## src/rtl/uc_dispara_tiro.sv

```systemverilog
// Shot-spawn control unit: finds the first free shot slot and writes the ship's
// position/direction into it. Optional post-fire lockout under DISPARO_COOLDOWN_EN.
module uc_dispara_tiro #(
   parameter int N_TIROS = 8,
   parameter int ADDR_W  = 3,
   parameter int COORD_W = 10
`ifdef DISPARO_COOLDOWN_EN
   ,
   parameter int COOLDOWN = 16
`endif
) (
   input  logic               clock,
   input  logic               reset,
   input  logic               dispara,
   input  logic               bloqueio,
   input  logic [COORD_W-1:0] nave_x,
   input  logic [COORD_W-1:0] nave_y,
   input  logic [1:0]         direcao_nave,
   input  logic               mem_loaded_rd,
   output logic [ADDR_W-1:0]  mem_addr,
   output logic               mem_we,
   output logic [COORD_W-1:0] mem_x,
   output logic [COORD_W-1:0] mem_y,
   output logic [1:0]         mem_opcode,
   output logic               mem_loaded_wr,
   output logic               ocupado,
   output logic               disparo_concluido,
   output logic               sem_slot,
   output logic [4:0]         db_estado_dispara
);

   typedef enum logic [3:0] {
      S_INICIO         = 4'd0,
      S_ESPERA         = 4'd1,
      S_AGUARDA_LIBER  = 4'd2,
      S_RESETA_INDICE  = 4'd3,
      S_VERIFICA_SLOT  = 4'd4,
      S_INCREMENTA     = 4'd5,
      S_GRAVA          = 4'd6,
      S_SINALIZA_OK    = 4'd7,
      S_SINALIZA_CHEIO = 4'd8
`ifdef DISPARO_COOLDOWN_EN
      ,
      S_COOLDOWN       = 4'd9
`endif
   } estado_t;

   localparam logic [ADDR_W-1:0] LAST_IDX = ADDR_W'(N_TIROS - 1);

`ifdef DISPARO_COOLDOWN_EN
   localparam int CNT_W = (COOLDOWN > 1) ? $clog2(COOLDOWN) : 1;
   logic [CNT_W-1:0] r_cnt;
`endif

   estado_t             r_state;
   estado_t             w_next;
   logic [ADDR_W-1:0]   r_idx;
   logic [COORD_W-1:0]  r_x;
   logic [COORD_W-1:0]  r_y;
   logic [1:0]          r_op;
   logic                r_we;
   logic                r_loaded_wr;
   logic                r_ocupado;
   logic                r_concluido;
   logic                r_sem_slot;

   always_comb begin
      w_next = r_state;
      case (r_state)
         S_INICIO:         w_next = S_ESPERA;
         S_ESPERA: begin
            if (dispara)
               w_next = bloqueio ? S_AGUARDA_LIBER : S_RESETA_INDICE;
         end
         S_AGUARDA_LIBER: begin
            if (!bloqueio)
               w_next = S_RESETA_INDICE;
         end
         S_RESETA_INDICE:  w_next = S_VERIFICA_SLOT;
         S_VERIFICA_SLOT: begin
            if (!mem_loaded_rd)
               w_next = S_GRAVA;
            else if (r_idx == LAST_IDX)
               w_next = S_SINALIZA_CHEIO;
            else
               w_next = S_INCREMENTA;
         end
         S_INCREMENTA:     w_next = S_VERIFICA_SLOT;
         S_GRAVA:          w_next = S_SINALIZA_OK;
`ifdef DISPARO_COOLDOWN_EN
         S_SINALIZA_OK:    w_next = S_COOLDOWN;
         S_COOLDOWN: begin
            if (r_cnt == '0)
               w_next = S_ESPERA;
         end
`else
         S_SINALIZA_OK:    w_next = S_ESPERA;
`endif
         S_SINALIZA_CHEIO: w_next = S_ESPERA;
         default:          w_next = S_INICIO;
      endcase
   end

   // Outputs are registered from the next state so they line up with the state they belong to.
   always_ff @(posedge clock or posedge reset) begin
      if (reset) begin
         r_state     <= S_INICIO;
         r_idx       <= '0;
         r_x         <= '0;
         r_y         <= '0;
         r_op        <= '0;
         r_we        <= 1'b0;
         r_loaded_wr <= 1'b0;
         r_ocupado   <= 1'b0;
         r_concluido <= 1'b0;
         r_sem_slot  <= 1'b0;
`ifdef DISPARO_COOLDOWN_EN
         r_cnt       <= '0;
`endif
      end else begin
         r_state     <= w_next;
         r_we        <= (w_next == S_GRAVA);
         r_loaded_wr <= (w_next == S_GRAVA);
         r_ocupado   <= (w_next != S_ESPERA) && (w_next != S_INICIO);
         r_concluido <= (w_next == S_SINALIZA_OK);
         r_sem_slot  <= (w_next == S_SINALIZA_CHEIO);
         if (r_state == S_RESETA_INDICE) begin
            r_idx <= '0;
            r_x   <= nave_x;
            r_y   <= nave_y;
            r_op  <= direcao_nave;
         end
         if (r_state == S_INCREMENTA)
            r_idx <= r_idx + 1'b1;
`ifdef DISPARO_COOLDOWN_EN
         if (r_state == S_SINALIZA_OK)
            r_cnt <= CNT_W'(COOLDOWN - 1);
         else if (r_state == S_COOLDOWN && r_cnt != '0)
            r_cnt <= r_cnt - 1'b1;
`endif
      end
   end

   always_comb begin
      db_estado_dispara = 5'b11111;
      case (r_state)
         S_INICIO, S_ESPERA, S_AGUARDA_LIBER, S_RESETA_INDICE, S_VERIFICA_SLOT,
         S_INCREMENTA, S_GRAVA, S_SINALIZA_OK, S_SINALIZA_CHEIO:
            db_estado_dispara = {1'b0, r_state};
`ifdef DISPARO_COOLDOWN_EN
         S_COOLDOWN:
            db_estado_dispara = {1'b0, r_state};
`endif
         default:
            db_estado_dispara = 5'b11111;
      endcase
   end

   assign mem_addr          = r_idx;
   assign mem_we            = r_we;
   assign mem_x             = r_x;
   assign mem_y             = r_y;
   assign mem_opcode        = r_op;
   assign mem_loaded_wr     = r_loaded_wr;
   assign ocupado           = r_ocupado;
   assign disparo_concluido = r_concluido;
   assign sem_slot          = r_sem_slot;

endmodule

```

## config.mk

```make
export PLATFORM = sky130hd
export DESIGN_NAME = uc_dispara_tiro
export DESIGN_NICKNAME = d
export VERILOG_FILES = /design/src/rtl/uc_dispara_tiro.sv
export SDC_FILE = /design/constraint.sdc
export NUM_CORES = 1
export LEC_CHECK = 0
export ABC_AREA = 1
export BUFFER_PORTS_ARGS = -buffer_cell sky130_fd_sc_hd__buf_2
export CAP_MARGIN = 10
export CORE_AREA = 4 4 55 69
export CTS_CLUSTER_DIAMETER = 60
export DETAILED_ROUTE_END_ITERATION = 6
export DIE_AREA = 0 0 59 73
export PLACE_DENSITY = 0.82
export SYNTH_ARGS = -nofsm -noshare
export SYNTH_HDL_FRONTEND = slang
export SYNTH_SLANG_ARGS = --single-unit
```

## constraint.sdc

```tcl
create_clock -name clock -period 1.3 [get_ports clock]
set_input_delay 0.195 -clock clock [delete_from_list [all_inputs] [get_ports clock]]
set_output_delay 0.195 -clock clock [all_outputs]
set_load 0.005 [all_outputs]
```

# == Word level (Yosys, flattened, before mapping) ==
# Index checks and enable logic that the tools add are counted.
# word_totals
elab_cells,39
regBits,33
out_inout_bits,35
input_bits,27
# classes
n_eq_ne,13
n_mux,9
add_sub_neg,1
n_reduce_logical,7
# op_table
op,n
$eq A4 B3 Y1 const B,6
$pmux W4 S6,1
$mux W4,4
$reduce_or A9 Y1,1
$eq A4 B2 Y1 const B,2
$eq A4 B4 Y1 const B,2
$mux W3,2
$mux W5,1
$eq A4 B1 Y1 const B,1
$logic_not A4 Y1,1
$ne A4 B1 Y1 const B,1
$reduce_bool A4 Y1,1
$add A3 B1 Y3 const B,1
$eq A3 B3 Y1 const B,1
$reduce_or A3 Y1,1
$reduce_bool A2 Y1,1
$reduce_or A2 Y1,1
$logic_and A1 B1 Y1,1
$mux W1,1

# == Logic depth before layout (Yosys ltp) ==
# logic_depth
depth_word,6
depth_mapped,7
depth_no_buf,7

# == Least setup slack after synthesis ==
# OpenSTA, ideal clock, no wires.
# synth_path
kind,flip-flop to flip-flop
from,"register r_idx[0], in the netlist mem_addr[0]"
to,"register r_ocupado, in the netlist ocupado"
n_path_buf,0
setup_time_ns,0.127
setup_slack_ns,0.123
path_stages_with_launch,8
period_less_slack_ns,1.177
required_time_ns,1.173
arrival_time_ns,1.049
cell_sequence,dfrtp_1 -> ha_1 -> ha_1 -> nand2_1 -> nand3_1 -> nand3_1 -> nor2_1 -> nand3_2
# synth_via
elab_chain_len,6
elab_cells_between_ends,7
classes_between,eq/ne: 2; mux: 3; reduce/logical: 2
# synth_lines
element,line,source
from (decl),57,logic [ADDR_W-1:0] r_idx;
from (signal assigned),134,r_idx <= r_idx + 1'b1;
$eq A3 B3 Y1 (*),83,else if (r_idx == LAST_IDX)
$mux W4 (*),83,
$mux W4 (*),81,if (!mem_loaded_rd)
$pmux W4 S6 (*),69,case (r_state)
$ne A4 B1 Y1 / $reduce_bool A4 Y1 (equally long branches),124,r_ocupado <= (w_next != S_ESPERA) && (w_next != S_INICIO);
$logic_and A1 B1 Y1 (*),124,
to (signal assigned),124,
to (decl),63,logic r_ocupado;
# Mark *: on every way between the ends. The rest lies on a longest branch, timed or not.
# A chain may end at the register's enable or synchronous reset.

# == Worst setup path after layout ==
# layout_path
from,register r_state[1]
to,output port db_estado_dispara[1]
# layout_via
elab_chain_len,3
elab_cells_between_ends,11
classes_between,eq/ne: 8; mux: 1; reduce/logical: 2
# layout_lines
element,line,source
from (decl),55,estado_t r_state;
from (signal assigned),121,r_state <= w_next;
$eq A4 B2 Y1 (tied with other cells),146,case (r_state)
$reduce_or A9 Y1,146,
$mux W5 (*),146,
to (decl),29,output logic [4:0] db_estado_dispara
# Marked as above.

==> metrics.md <==
| Metric | Value |
|---|---|
| Power share of the clock group | `14.6%` |
| Placed cell count | `260` |
| Worst Setup SP | `r_state[1]$_DFF_PP0_` |
| Post-Route WL | `3650 µm` |
| Largest net degree at the start of global routing | `34` |
| Critical path arrival | `1230 ps` |
| Setup CP Type | `register to primary output` |
| Startpoint Class | `register` |
| R2r worst-path depth | `7` |
| Slew Limit Fails | `0` |
| CTS tree | `yes` |
| Type of the worst min-delay path | `input pin to register` |
| Worst Hold Endpoint | `mem_x[4]$_DFFE_PP0P_` |
| Detailed Place HPWL | `2340 µm` |
| Nets@finish | `272` |
| RSZ-0062 raised after global routing | `yes` |
| Hold_ws | `113 ps` |
| DRT antenna net count | `0` |
| Leakage power | `1.29 nW` |
| # setup viols final | `25` |
| Grt ovf | `0` |
| Worst hold path startpoint | `nave_x[4]` |
| CP Capture Type | `primary output` |
| Core ar. | `3170 µm²` |
| Core Util, Final | `68.7%` |
| Antenna diode count | `0` |
| Vias in the first global route | `1168` |
| Synth Net Count | `193` |
| Clock latency on the worst-skew pair | `280 ps` |
| First-pass GRT wire length | `5040 µm` |
| Setup Skew | `4.05 ps` |
| Die H | `73 µm` |
| Cell Rows | `23` |
| Worst EP required | `1110 ps` |
| Status | `finished with violations` |
| Clock sink count | `33` |
| FF-to-FF setup slack | `-70 ps` |
| Combinational share of power | `49.4%` |
| Reg-to-reg endpoint | `mem_x[9]$_DFFE_PP0P_` |
| Switching share of power | `38.3%` |
| Root Driver | `clkbuf_8` |
| Initial core utilization | `44.6%` |
| CTS max path bufs | `2` |
| Fin crit share | `109%` |
| Detailed Route Iter0 Violations | `17` |
| Worst-Margin Slew | `400 ps` |
| Fin crit period | `1420 ps` |
| Overall routing resource usage | `15.9%` |
| Register bit total from synthesis | `33` |
| Total power | `0.00482 W` |
| Share of cells above drive strength 1 | `53.7%` |
| Die ar. | `4310 µm²` |
| Placement Setup Slack | `63.6 ps` |
| Port Buf Inserts | `61` |
| Avg Synthesized Cell Area | `8.61 µm²` |
| Mapped Cells | `164` |
| PwrDens | `2210 nW/µm²` |
| Max Cap Viol | `0` |
| Final hold vios | `0` |
| Initial antenna violation count | `0` |
| Clock-pin slew on the worst setup and hold paths | `60 ps` |
| Num CTS Buffers | `5` |
| WHS Path Cells | `3` |
| Layout area overhead | `54.2%` |
| Warnings, synthesis | `0` |
| R2r startpoint | `r_state[3]$_DFF_PP0_` |
| Worst setup margin | `-122 ps` |
| DRC | `0` |
| Final Non-Filler Cells | `281` |
| Top Ports | `62` |
| Post-DR vias/cell | `4.72` |
| Cell Int Power | `0.00297 W` |
| Net Sw Power | `0.00185 W` |
| Distinct cells, synth | `21` |
| Sequential Power Share | `36.0%` |
| WL/cell | `13.0 µm` |
| Drt pass-1 iters | `4` |
| Die Width | `59 µm` |
| Crit-path max FO | `7` |
| Violated checks | `setup timing` |
| FMAX | `0.703 GHz` |
| Vias post-DR | `1325` |
| Gpl congestion | `0.834` |
| H-tree levels | `2` |
| Synthesized cell area | `1410 µm²` |
| Maximum vdd drop | `0.00147 V` |
| Rel. slew slack | `73.4%` |
| Seq/Total Area, Yosys | `58.5%` |
| FILL cells | `251` |
## Yosys cell counts, drive strengths merged
cell type / number / area share, %
a21oi: 2 / 0.71
buf: 6 / 3.2
clkbuf: 1 / 0.27
dfrtp: 33 / 59
ha: 2 / 1.8
inv: 11 / 2.9
nand2: 81 / 22
nand3: 10 / 3.9
nand3b: 1 / 0.53
nor2: 11 / 4.0
nor3: 2 / 1.1
o21ai: 2 / 0.71
o22ai: 1 / 0.44
or2: 1 / 0.44
## timing repair
item,4_1_cts,5_1_grt
endpoints found under the hold margin,10,0
buffers inserted,4,5
pin swaps,1,16
gates resized for setup,4,55
setup endpoints to repair,4,30
hold buffers,1,0
cloned,0,3
## cell families (layout without fill, tap and decap cells)
kind of cell,count (synthesis),after routing,share of synthesized area [%]
AO/OA/AOI/OAI,5,5,1.86
adder cells (fa/ha/maj),2,2,1.77
buffers and inverters,18,98,6.38
flip-flops,33,33,58.5
AND/OR/NAND/NOR,106,106,31.5
## critical path, cell delays in order, from the launching register on
cell and delay, ps:
dfrtp_2 440, buf_4 170, or2_1 220, buf_2 130
## cell type report
| class | instances | area (µm²) | share of cell area [%] |
|---|---|---|---|
| multi-input cells | 113 | 673 | 30.9 |
| clock inverters | 2 | 10.0 | 0.460 |
| well taps | 37 | 46.3 | 2.13 |
| clock buffers | 6 | 72.6 | 3.34 |
| flip-flops and latches | 33 | 827 | 38.0 |
| repair buffers | 79 | 505 | 23.2 |
| inverters | 11 | 41.3 | 1.90 |
## per-stage QoR
stage / instance area (µm²) / TNS (ps)
after floorplan: 1410 / 0
after global placement: 1760 / 0
after detailed placement: 1760 / 0
after CTS: 1900 / -209
after global routing: 2180 / -3100
final: 2180 / -978
## worst max path at each step
stage	slack, ps	cells past startpoint	end
global route	-180	4	db_estado_dispara[1]
finish	-120	3	db_estado_dispara[1]
floorplan	120	7	ocupado$_DFF_PP0_
global placement	100	7	ocupado$_DFF_PP0_
detailed placement	60	7	ocupado$_DFF_PP0_
CTS	-130	4	db_estado_dispara[1]
## cells in the final DEF (no fill, tap or decap), types with 2 or more instances in the layout
cell,synthesis,final
dfrtp_1,33,32
buf_4,1,10
clkbuf_8,0,5
a21oi_2,0,2
nand3_1,9,9
nand2_2,0,18
buf_6,2,4
nor2_2,3,2
inv_1,10,8
nand2_1,81,51
nor2_1,7,5
clkinv_2,0,2
clkbuf_16,0,2
nor2_4,1,4
buf_2,3,61
inv_2,1,3
nand2_4,0,12
## power groups by stage
stage | registers [W] | clock network (W) | logic (W)
6_report | 0.00173 | 0.000706 | 0.00238
5_1_grt | 0.00178 | 0.000777 | 0.00264
4_1_cts | 0.00173 | 0.000725 | 0.00190
3_5_place_dp | 0.00177 | 0 | 0.00178
3_3_place_gp | 0.00175 | 0 | 0.00172
2_1_floorplan | 0.00177 | 0 | 0.00102
## registers in the layout, summed over array words and instances (netlist names)
register	flops
mem_x	10
mem_y	10
r_state	4
mem_addr	3
mem_opcode	2
disparo_concluido	1
mem_loaded_wr	1
ocupado	1
sem_slot	1
## metal layers
layer	part of all wire [%]	GRT usage, %	wire length [µm]	up-vias
li1	-	-	-	661
met1	36	18.0	1330	618
met2	56	26.0	2040	39
met3	6.1	5.66	224	7
met4	1.7	8.31	61	0
met5	0	0	0	-
No activity file was read; power rests on OpenSTA's default activity.
